**src/rtl/axi4_sched_pkg.sv**
```systemverilog
// axi4_sched_pkg: shared types, constants and the circular priority pick for the AXI schedulers.
package axi4_sched_pkg;
  typedef enum logic {IDLE, GRANT} state_t;
  localparam logic [3:0] QOS_MAX = 4'd15;
  localparam int MAX_M = 4;
  localparam int MIDX_W = 2;
  // Returns the first set bit of vec at or after ptr, wrapping within the low n bits.
  function automatic logic [MIDX_W-1:0] first_set_from(input logic [MAX_M-1:0] vec, input logic [MIDX_W-1:0] ptr, input int n);
    logic [MIDX_W-1:0] pick;
    logic found;
    int j;
    pick = '0;
    found = 1'b0;
    for (int i = 0; i < MAX_M; i++) begin
      j = (int'(ptr) + i) % n;
      if (i < n && !found && vec[j[MIDX_W-1:0]]) begin
        pick = j[MIDX_W-1:0];
        found = 1'b1;
      end
    end
    return pick;
  endfunction
endpackage

```
**src/rtl/axi4_wr_sched_if.sv**
```systemverilog
// axi4_wr_sched_if: request/handshake inputs and grant/ownership outputs of the write scheduler.
interface axi4_wr_sched_if #(
  parameter int NUM_MASTERS = 4,
  parameter int MAX_OUTSTANDING = 4,
  parameter int IDX_W = $clog2(NUM_MASTERS),
  parameter int OUT_W = $clog2(MAX_OUTSTANDING + 1)
);
  logic [NUM_MASTERS-1:0] aw_req;
  logic [4*NUM_MASTERS-1:0] aw_qos;
  logic aw_hs;
  logic w_last_hs;
  logic b_hs;
  logic [NUM_MASTERS-1:0] aw_grant;
  logic [IDX_W-1:0] aw_grant_idx;
  logic w_owner_vld;
  logic [IDX_W-1:0] w_owner_idx;
  logic [OUT_W-1:0] outstanding;
  logic protocol_err;
  modport master (output aw_req, aw_qos, aw_hs, w_last_hs, b_hs,
                  input aw_grant, aw_grant_idx, w_owner_vld, w_owner_idx, outstanding, protocol_err);
  modport slave (input aw_req, aw_qos, aw_hs, w_last_hs, b_hs,
                 output aw_grant, aw_grant_idx, w_owner_vld, w_owner_idx, outstanding, protocol_err);
endinterface

```
**src/rtl/axi4_sched_fifo.sv**
```systemverilog
// axi4_sched_fifo: small synchronous FIFO of master indices with full/empty flags.
module axi4_sched_fifo #(
  parameter int W = 2,
  parameter int DEPTH = 4
) (
  input  logic         aclk,
  input  logic         aresetn,
  input  logic         push,
  input  logic         pop,
  input  logic [W-1:0] din,
  output logic [W-1:0] head,
  output logic         full,
  output logic         empty
);
  localparam int PW = $clog2(DEPTH);
  localparam int CW = $clog2(DEPTH + 1);
  logic [W-1:0] mem_q [DEPTH];
  logic [PW-1:0] wr_q, wr_d, rd_q, rd_d;
  logic [CW-1:0] cnt_q, cnt_d;
  logic do_push, do_pop;
  always_comb begin
    full = cnt_q == CW'(DEPTH);
    empty = cnt_q == '0;
    head = mem_q[rd_q];
    do_pop = pop && !empty;
    do_push = push && (!full || do_pop);
    wr_d = wr_q + PW'(do_push);
    rd_d = rd_q + PW'(do_pop);
    cnt_d = cnt_q + CW'(do_push) - CW'(do_pop);
  end
  always_ff @(posedge aclk or negedge aresetn)
    if (!aresetn) begin
      wr_q <= '0;
      rd_q <= '0;
      cnt_q <= '0;
    end else begin
      wr_q <= wr_d;
      rd_q <= rd_d;
      cnt_q <= cnt_d;
    end
  always_ff @(posedge aclk)
    if (do_push) mem_q[wr_q] <= din;
endmodule

```
**src/rtl/axi4_wr_sched.sv**
```systemverilog
// axi4_wr_sched: QoS/ageing/round-robin AW arbiter with in-order W ownership and an outstanding-write cap.
module axi4_wr_sched
  import axi4_sched_pkg::*;
#(
  parameter int NUM_MASTERS = 4,
  parameter int MAX_OUTSTANDING = 4,
  parameter int AGE_LIMIT = 15,
  parameter int IDX_W = $clog2(NUM_MASTERS)
) (
  input logic aclk,
  input logic aresetn,
  axi4_wr_sched_if.slave bus
);
  localparam int OUT_W = $clog2(MAX_OUTSTANDING + 1);
  state_t state_q, state_d;
  logic [NUM_MASTERS-1:0] grant_q, grant_d, cand;
  logic [IDX_W-1:0] grant_idx_q, grant_idx_d, rr_q, rr_d, win, head;
  logic [3:0] age_q [NUM_MASTERS];
  logic [3:0] age_d [NUM_MASTERS];
  logic [3:0] eff [NUM_MASTERS];
  logic [3:0] best;
  logic [OUT_W-1:0] out_q, out_d;
  logic err_q, err_d;
  logic fifo_full, fifo_empty, push, dec, decide;
  always_comb begin
    best = '0;
    for (int m = 0; m < NUM_MASTERS; m++) begin
      eff[m] = (age_q[m] == 4'(AGE_LIMIT)) ? QOS_MAX : bus.aw_qos[4*m +: 4];
      if (bus.aw_req[m] && eff[m] > best) best = eff[m];
    end
    for (int m = 0; m < NUM_MASTERS; m++) cand[m] = bus.aw_req[m] && eff[m] == best;
    win = IDX_W'(first_set_from(MAX_M'(cand), MIDX_W'(rr_q), NUM_MASTERS));
  end
  always_comb begin
    push = state_q == GRANT && bus.aw_hs;
    dec = bus.b_hs && out_q != '0;
    decide = state_q == IDLE && |bus.aw_req && out_q < OUT_W'(MAX_OUTSTANDING) && !fifo_full;
    state_d = decide ? GRANT : push ? IDLE : state_q;
    grant_d = decide ? NUM_MASTERS'(1) << win : push ? '0 : grant_q;
    grant_idx_d = decide ? win : push ? '0 : grant_idx_q;
    rr_d = !decide ? rr_q : (int'(win) == NUM_MASTERS - 1) ? '0 : win + 1'b1;
    // Losing requesters age toward AGE_LIMIT so low-QoS masters cannot starve.
    for (int m = 0; m < NUM_MASTERS; m++)
      age_d[m] = !decide ? age_q[m] : (IDX_W'(m) == win) ? 4'd0 : !bus.aw_req[m] ? age_q[m] :
                 (age_q[m] == 4'(AGE_LIMIT)) ? age_q[m] : age_q[m] + 4'd1;
    out_d = out_q + OUT_W'(push) - OUT_W'(dec);
    err_d = err_q | (bus.w_last_hs & fifo_empty) | (bus.b_hs & out_q == '0) | (bus.aw_hs & state_q == IDLE);
  end
  always_ff @(posedge aclk or negedge aresetn)
    if (!aresetn) begin
      state_q <= IDLE;
      grant_q <= '0;
      grant_idx_q <= '0;
      rr_q <= '0;
      out_q <= '0;
      err_q <= 1'b0;
      for (int m = 0; m < NUM_MASTERS; m++) age_q[m] <= '0;
    end else begin
      state_q <= state_d;
      grant_q <= grant_d;
      grant_idx_q <= grant_idx_d;
      rr_q <= rr_d;
      out_q <= out_d;
      err_q <= err_d;
      for (int m = 0; m < NUM_MASTERS; m++) age_q[m] <= age_d[m];
    end
  axi4_sched_fifo #(.W(IDX_W), .DEPTH(MAX_OUTSTANDING)) u_fifo (
    .aclk(aclk), .aresetn(aresetn), .push(push), .pop(bus.w_last_hs), .din(grant_idx_q),
    .head(head), .full(fifo_full), .empty(fifo_empty)
  );
  assign bus.aw_grant = grant_q;
  assign bus.aw_grant_idx = grant_idx_q;
  assign bus.w_owner_vld = !fifo_empty;
  assign bus.w_owner_idx = head;
  assign bus.outstanding = out_q;
  assign bus.protocol_err = err_q;
endmodule
```
**src/flat_wrapper.sv**
```systemverilog
// flat-port wrapper written by rule: the top's interface ports become plain ports
module axi4_wr_sched_flat import axi4_sched_pkg::*;
#(
  parameter int NUM_MASTERS = 4,
  parameter int MAX_OUTSTANDING = 4,
  parameter int AGE_LIMIT = 15,
  parameter int IDX_W = $clog2(NUM_MASTERS)
)
  (aclk, aresetn, bus_aw_req, bus_aw_qos, bus_aw_hs, bus_w_last_hs, bus_b_hs, bus_aw_grant, bus_aw_grant_idx, bus_w_owner_vld, bus_w_owner_idx, bus_outstanding, bus_protocol_err);
  axi4_wr_sched_if #(.NUM_MASTERS(NUM_MASTERS), .MAX_OUTSTANDING(MAX_OUTSTANDING), .IDX_W(IDX_W)) bus_i ();
  input logic aclk;
  input logic aresetn;
  input wire logic [$bits(bus_i.aw_req)-1:0] bus_aw_req;
  input wire logic [$bits(bus_i.aw_qos)-1:0] bus_aw_qos;
  input wire logic [$bits(bus_i.aw_hs)-1:0] bus_aw_hs;
  input wire logic [$bits(bus_i.w_last_hs)-1:0] bus_w_last_hs;
  input wire logic [$bits(bus_i.b_hs)-1:0] bus_b_hs;
  output wire logic [$bits(bus_i.aw_grant)-1:0] bus_aw_grant;
  output wire logic [$bits(bus_i.aw_grant_idx)-1:0] bus_aw_grant_idx;
  output wire logic [$bits(bus_i.w_owner_vld)-1:0] bus_w_owner_vld;
  output wire logic [$bits(bus_i.w_owner_idx)-1:0] bus_w_owner_idx;
  output wire logic [$bits(bus_i.outstanding)-1:0] bus_outstanding;
  output wire logic [$bits(bus_i.protocol_err)-1:0] bus_protocol_err;
  assign bus_i.aw_req = bus_aw_req;
  assign bus_i.aw_qos = bus_aw_qos;
  assign bus_i.aw_hs = bus_aw_hs;
  assign bus_i.w_last_hs = bus_w_last_hs;
  assign bus_i.b_hs = bus_b_hs;
  assign bus_aw_grant = bus_i.aw_grant;
  assign bus_aw_grant_idx = bus_i.aw_grant_idx;
  assign bus_w_owner_vld = bus_i.w_owner_vld;
  assign bus_w_owner_idx = bus_i.w_owner_idx;
  assign bus_outstanding = bus_i.outstanding;
  assign bus_protocol_err = bus_i.protocol_err;
  axi4_wr_sched #(.NUM_MASTERS(NUM_MASTERS), .MAX_OUTSTANDING(MAX_OUTSTANDING), .AGE_LIMIT(AGE_LIMIT), .IDX_W(IDX_W)) u_core (.aclk(aclk), .aresetn(aresetn), .bus(bus_i));
endmodule
```
**config.mk**
```make
export PLATFORM = sky130hd
export DESIGN_NAME = axi4_wr_sched_flat
export DESIGN_NICKNAME = d
export VERILOG_FILES = /design/src/rtl/axi4_sched_pkg.sv /design/src/rtl/axi4_wr_sched_if.sv /design/src/rtl/axi4_sched_fifo.sv /design/src/rtl/axi4_wr_sched.sv /design/src/flat_wrapper.sv
export SDC_FILE = /design/constraint.sdc
export NUM_CORES = 1
export LEC_CHECK = 0
export CORE_MARGIN = 2
export CORE_UTILIZATION = 50
export CTS_CLUSTER_SIZE = 10
export DETAILED_ROUTE_END_ITERATION = 12
export HOLD_SLACK_MARGIN = 0.05
export MAX_ROUTING_LAYER = met4
export PLACE_DENSITY = 0.75
export SLEW_MARGIN = 15
export SYNTH_ARGS = -nofsm -noshare
export SYNTH_HDL_FRONTEND = slang
export SYNTH_SLANG_ARGS = --single-unit
```
**constraint.sdc**
```tcl
create_clock -name aclk -period 6.9 [get_ports aclk]
set_input_delay 1.38 -clock aclk [delete_from_list [all_inputs] [get_ports aclk]]
set_output_delay 1.38 -clock aclk [all_outputs]
set_load 0.02 [all_outputs]
```
==> out/results.md <==
- **antenna diode count** 0
- **cell with the biggest individual delay on the critical path** sky130_fd_sc_hd__or4_4
- **number of clock sinks** 44
- **number of nets still failing antenna checks after routing** 0
- **horizontal die dimension** 85.4 microns
- **classification of the worst-slack hold path** reg -> reg
- **total via count after detailed routing** 3460
- **Final Wtd Congestion** 0.914
- **core region area** 6390 sq um
- **CTS Root Buffer Type** sky130_fd_sc_hd__clkbuf_8
- **Critical Path Stages** 33
- **number of antenna violations at the first check in global routing** 0
- **worst setup margin** -114 ps
- **number of buffers and inverters on the critical path** 9
- **number of nets in the layout** 548
- **launch instance of the worst min-delay path** u_core.bus.protocol_err$_DFF_PN0_
- **Crit Path Max Fanout** 6
- **TritonCTS clock tree** done
- **worst-case clock skew** 8.03 ps
- **maximum number of pins on one net before global-route repair** 37
- **sequential cell area fraction in the yosys report** 0.344
- **sequential cell area** 1140 sq um
- **Final Setup Violations** 12
- **combined area of the multi-input logic cells** 2500 sq um
- **clock transition at the registers of the reported paths** 80 ps
- **post-route non-filler standard cell count** 573
- **Arrival @ worst endpoint** 7210 ps
- **fraction of post-synthesis cell area in the top cell type by area** 0.272
- **commonest non-fill, non-tap cells in the layout** sky130_fd_sc_hd__buf_4 (88), sky130_fd_sc_hd__dfrtp_1 (36), sky130_fd_sc_hd__clkdlybuf4s50_1 (28)
- **Detailed Place HPWL** 7.30 mm
- **detailed-route wire length per cell** 18.9 microns
- **final core utilization** 0.791
- **Max IR drop VDD** 0.000275 V
- **Clk Latency, worst-skew pair** 300 ps
- **startpoint-to-endpoint class of the critical path** in -> reg
- **Via-to-Cell Ratio** 6.04
- **slew of the pin with the lowest slew margin** 903 ps
- **synthesized netlist net count** 423
- **run status** finished, violations left
- **Synthesis Warnings** 0
- **kind of cell adding the most delay to the critical path** compound AO/OA/AOI/OAI gates
- **final period utilization** 1.02
- **count of max-cap constraint violations** 0
- **setup repair after global routing missed its margin** true
- **Hold Path Depth** 2
- **CTS HTree Levels** 2
- **initial cell density of the core** 0.519
- **Placed Area** 4360 sq um
- **Crit path top cell by count** sky130_fd_sc_hd__ha_4
- **vias in the first global route** 3446
- **layout overhead on the synthesized area** 52.3%
- **number of max-slew violations in the final report** 0
- **total track usage** 0.286
- **Cell Count Post-Placement** 535
- **biggest area consumer among synthesized cells** sky130_fd_sc_hd__dfrtp_1
- **crit-path max cell delay** 570 ps
- **async set-reset flop share out of synthesis** 0.818
- **I/O pins** 38
- **area of the die** 7300 sq um
- **violations in the final reports** negative setup slack
- **total global routing overflow** 0
- **startpoint of the worst-slack reg-to-reg timing path** u_core.age_q[12]$_DFFE_PN0P_
- **Critical Path End Type** flop
- **worst r2r path cells** 33
- **Syn Std Cell Area** 3320 sq um
- **required time of the critical path** 7090 ps
- **number of DRC violations after detailed-routing iteration 0** 148
- **num rows** 29
- **number of instances in the synthesized netlist** 370
- **Syn Area/Cell** 8.96 sq um
- **DRC** 0
- **Fillers** 420
- **number of buffer cells added on primary ports** 37
- **PD cells** 363 nW/um^2
- **launch point of the critical path** bus_aw_req[0]
- **time the final worst path needs with I/O delays and setup** 7010 ps
- **ratio of cells with drive above 1 in the final layout** 0.399
- **first-pass GRT wire length** 15.9 mm
- **Cell variety after synth** 67
- **deepest clock path buffer count** 2
- **CTS buffer count** 5
- **post-route cell area** 5050 sq um
- **flop and latch count out of synthesis** 44
- **worst max-slew margin expressed relative to the limit** 0.398
- **Die Span Y** 85.4 microns
- **1st-pass router iterations** 4
- **most common cell after layout, fill and taps aside** sky130_fd_sc_hd__buf_4
- **ys flop type** sky130_fd_sc_hd__dfrtp_1
- **Routed WL** 10.8 mm
- **LEAKAGE** 0.00216 uW
- **count of final hold-check violations** 0
- **maximum clock frequency** 143 MHz
- **crit start category** input port
- **number of flops mapped to enable cells by yosys** 8
- **biggest area contributors in the synthesized netlist** sky130_fd_sc_hd__dfrtp_1 (27%), sky130_fd_sc_hd__ha_1 (9.8%), sky130_fd_sc_hd__edfxtp_1 (7.2%), sky130_fd_sc_hd__xnor2_1 (3.7%), sky130_fd_sc_hd__nand2_1 (3.6%)
-- metrics by stage --
stage	power (uW)	setup WS (ps)	hold WS, ps	setup TNS (ps)
after CTS	1680	1.20	521	0
after floorplan	1060	2.09	477	0
after global placement	1370	-542	481	-10320
after global routing	1950	-232	550	-2840
final	1840	-114	522	-695
after detailed placement	1420	-647	496	-13290
-- metal layers --
metal,track usage,wire length (microns),vias to the layer above
li1,-,-,1608
met1,0.351,4490,1682
met2,0.473,5320,131
met3,0.0496,632,39
met4,0.108,404,0
met5,-,0,-
-- flip-flops by register name, indices dropped and copies added, names as in the netlist, 3 cells and up --
name	count
u_core.age_q	16
u_core.bus.aw_grant	4
u_core.bus.outstanding	3
u_core.u_fifo.cnt_q	3
u_core.u_fifo.mem_q	8
-- cells by family (layout without fill, tap and decap cells) --
logic type      Yosys count  after routing  synth area share
simple gates            113            113             0.169
buf+inv                  47            173            0.0577
mux                       4              4            0.0196
xor+xnor                 23             23            0.0630
flops                    44             44             0.344
fa+ha+maj                28             28             0.110
compound gates          111            111             0.236
-- cells in the mapped netlist (2+ instances only) --
library cell,count
sky130_fd_sc_hd__a211oi_1,6
sky130_fd_sc_hd__a211oi_2,2
sky130_fd_sc_hd__a21o_1,4
sky130_fd_sc_hd__a21oi_1,22
sky130_fd_sc_hd__a22oi_1,3
sky130_fd_sc_hd__a31o_1,2
sky130_fd_sc_hd__a31oi_1,15
sky130_fd_sc_hd__a32o_1,2
sky130_fd_sc_hd__a41o_1,3
sky130_fd_sc_hd__and3_1,6
sky130_fd_sc_hd__buf_2,6
sky130_fd_sc_hd__clkbuf_1,8
sky130_fd_sc_hd__dfrtp_1,36
sky130_fd_sc_hd__edfxtp_1,8
sky130_fd_sc_hd__fa_1,2
sky130_fd_sc_hd__ha_1,26
sky130_fd_sc_hd__inv_1,30
sky130_fd_sc_hd__inv_2,2
sky130_fd_sc_hd__mux2i_1,2
sky130_fd_sc_hd__mux4_2,2
sky130_fd_sc_hd__nand2_1,32
sky130_fd_sc_hd__nand3_1,21
sky130_fd_sc_hd__nand4_1,5
sky130_fd_sc_hd__nor2_1,18
sky130_fd_sc_hd__nor2b_1,4
sky130_fd_sc_hd__nor3_1,10
sky130_fd_sc_hd__nor3b_1,2
sky130_fd_sc_hd__nor4_1,3
sky130_fd_sc_hd__o211ai_1,4
sky130_fd_sc_hd__o211ai_2,2
sky130_fd_sc_hd__o21a_1,2
sky130_fd_sc_hd__o21ai_0,17
sky130_fd_sc_hd__o21ai_1,3
sky130_fd_sc_hd__o31ai_1,6
sky130_fd_sc_hd__or3_1,2
sky130_fd_sc_hd__xnor2_1,14
sky130_fd_sc_hd__xor2_1,8
-- area by class of cell --
class                   count  area share
well taps                  77      0.0191
clock inverters             2     0.00248
inverters                  32      0.0243
flip-flops and latches     44       0.226
clock buffers               6      0.0144
repair buffers            133       0.219
multi-input cells         279       0.495
-- power breakdown --
| part | total, uW | internal [uW] | switching, uW |
|---|---|---|---|
| sequential | 504 | 373 | 130 |
| clock | 158 | 70.8 | 87.3 |
| combinational | 1170 | 572 | 602 |
-- tightest hold or removal path: cells and delay by family, from the launching register on --
kind,cells,cell delay (ps)
AOI/OAI and AO/OA,2,120
DFF,1,360
-- timing repair --
| item | in CTS | in global routing |
|---|---|---|
| endpoints found under the setup margin | 23 | 24 |
| hold endpoints to repair | 0 | 0 |
| pin swaps | 37 | 51 |
| setup buffers | 22 | 9 |
| gates resized for setup | 36 | 77 |
| hold buffers | 0 | 0 |
-- path summary, 6_finish.rpt --
path                                                           end  slack, ps
min in group asynchronous         u_core.u_fifo.cnt_q[0]$_DFF_PN0_       1490
worst min register to register   u_core.bus.protocol_err$_DFF_PN0_        520
worst max register to register         u_core.age_q[7]$_DFFE_PN0P_         60
max in group asynchronous       u_core.bus.aw_grant[0]$_DFFE_PN0P_       5080
worst max-delay path                   u_core.age_q[7]$_DFFE_PN0P_       -110
worst min-delay path             u_core.bus.protocol_err$_DFF_PN0_        520
Power figures use the tool's default switching activity.
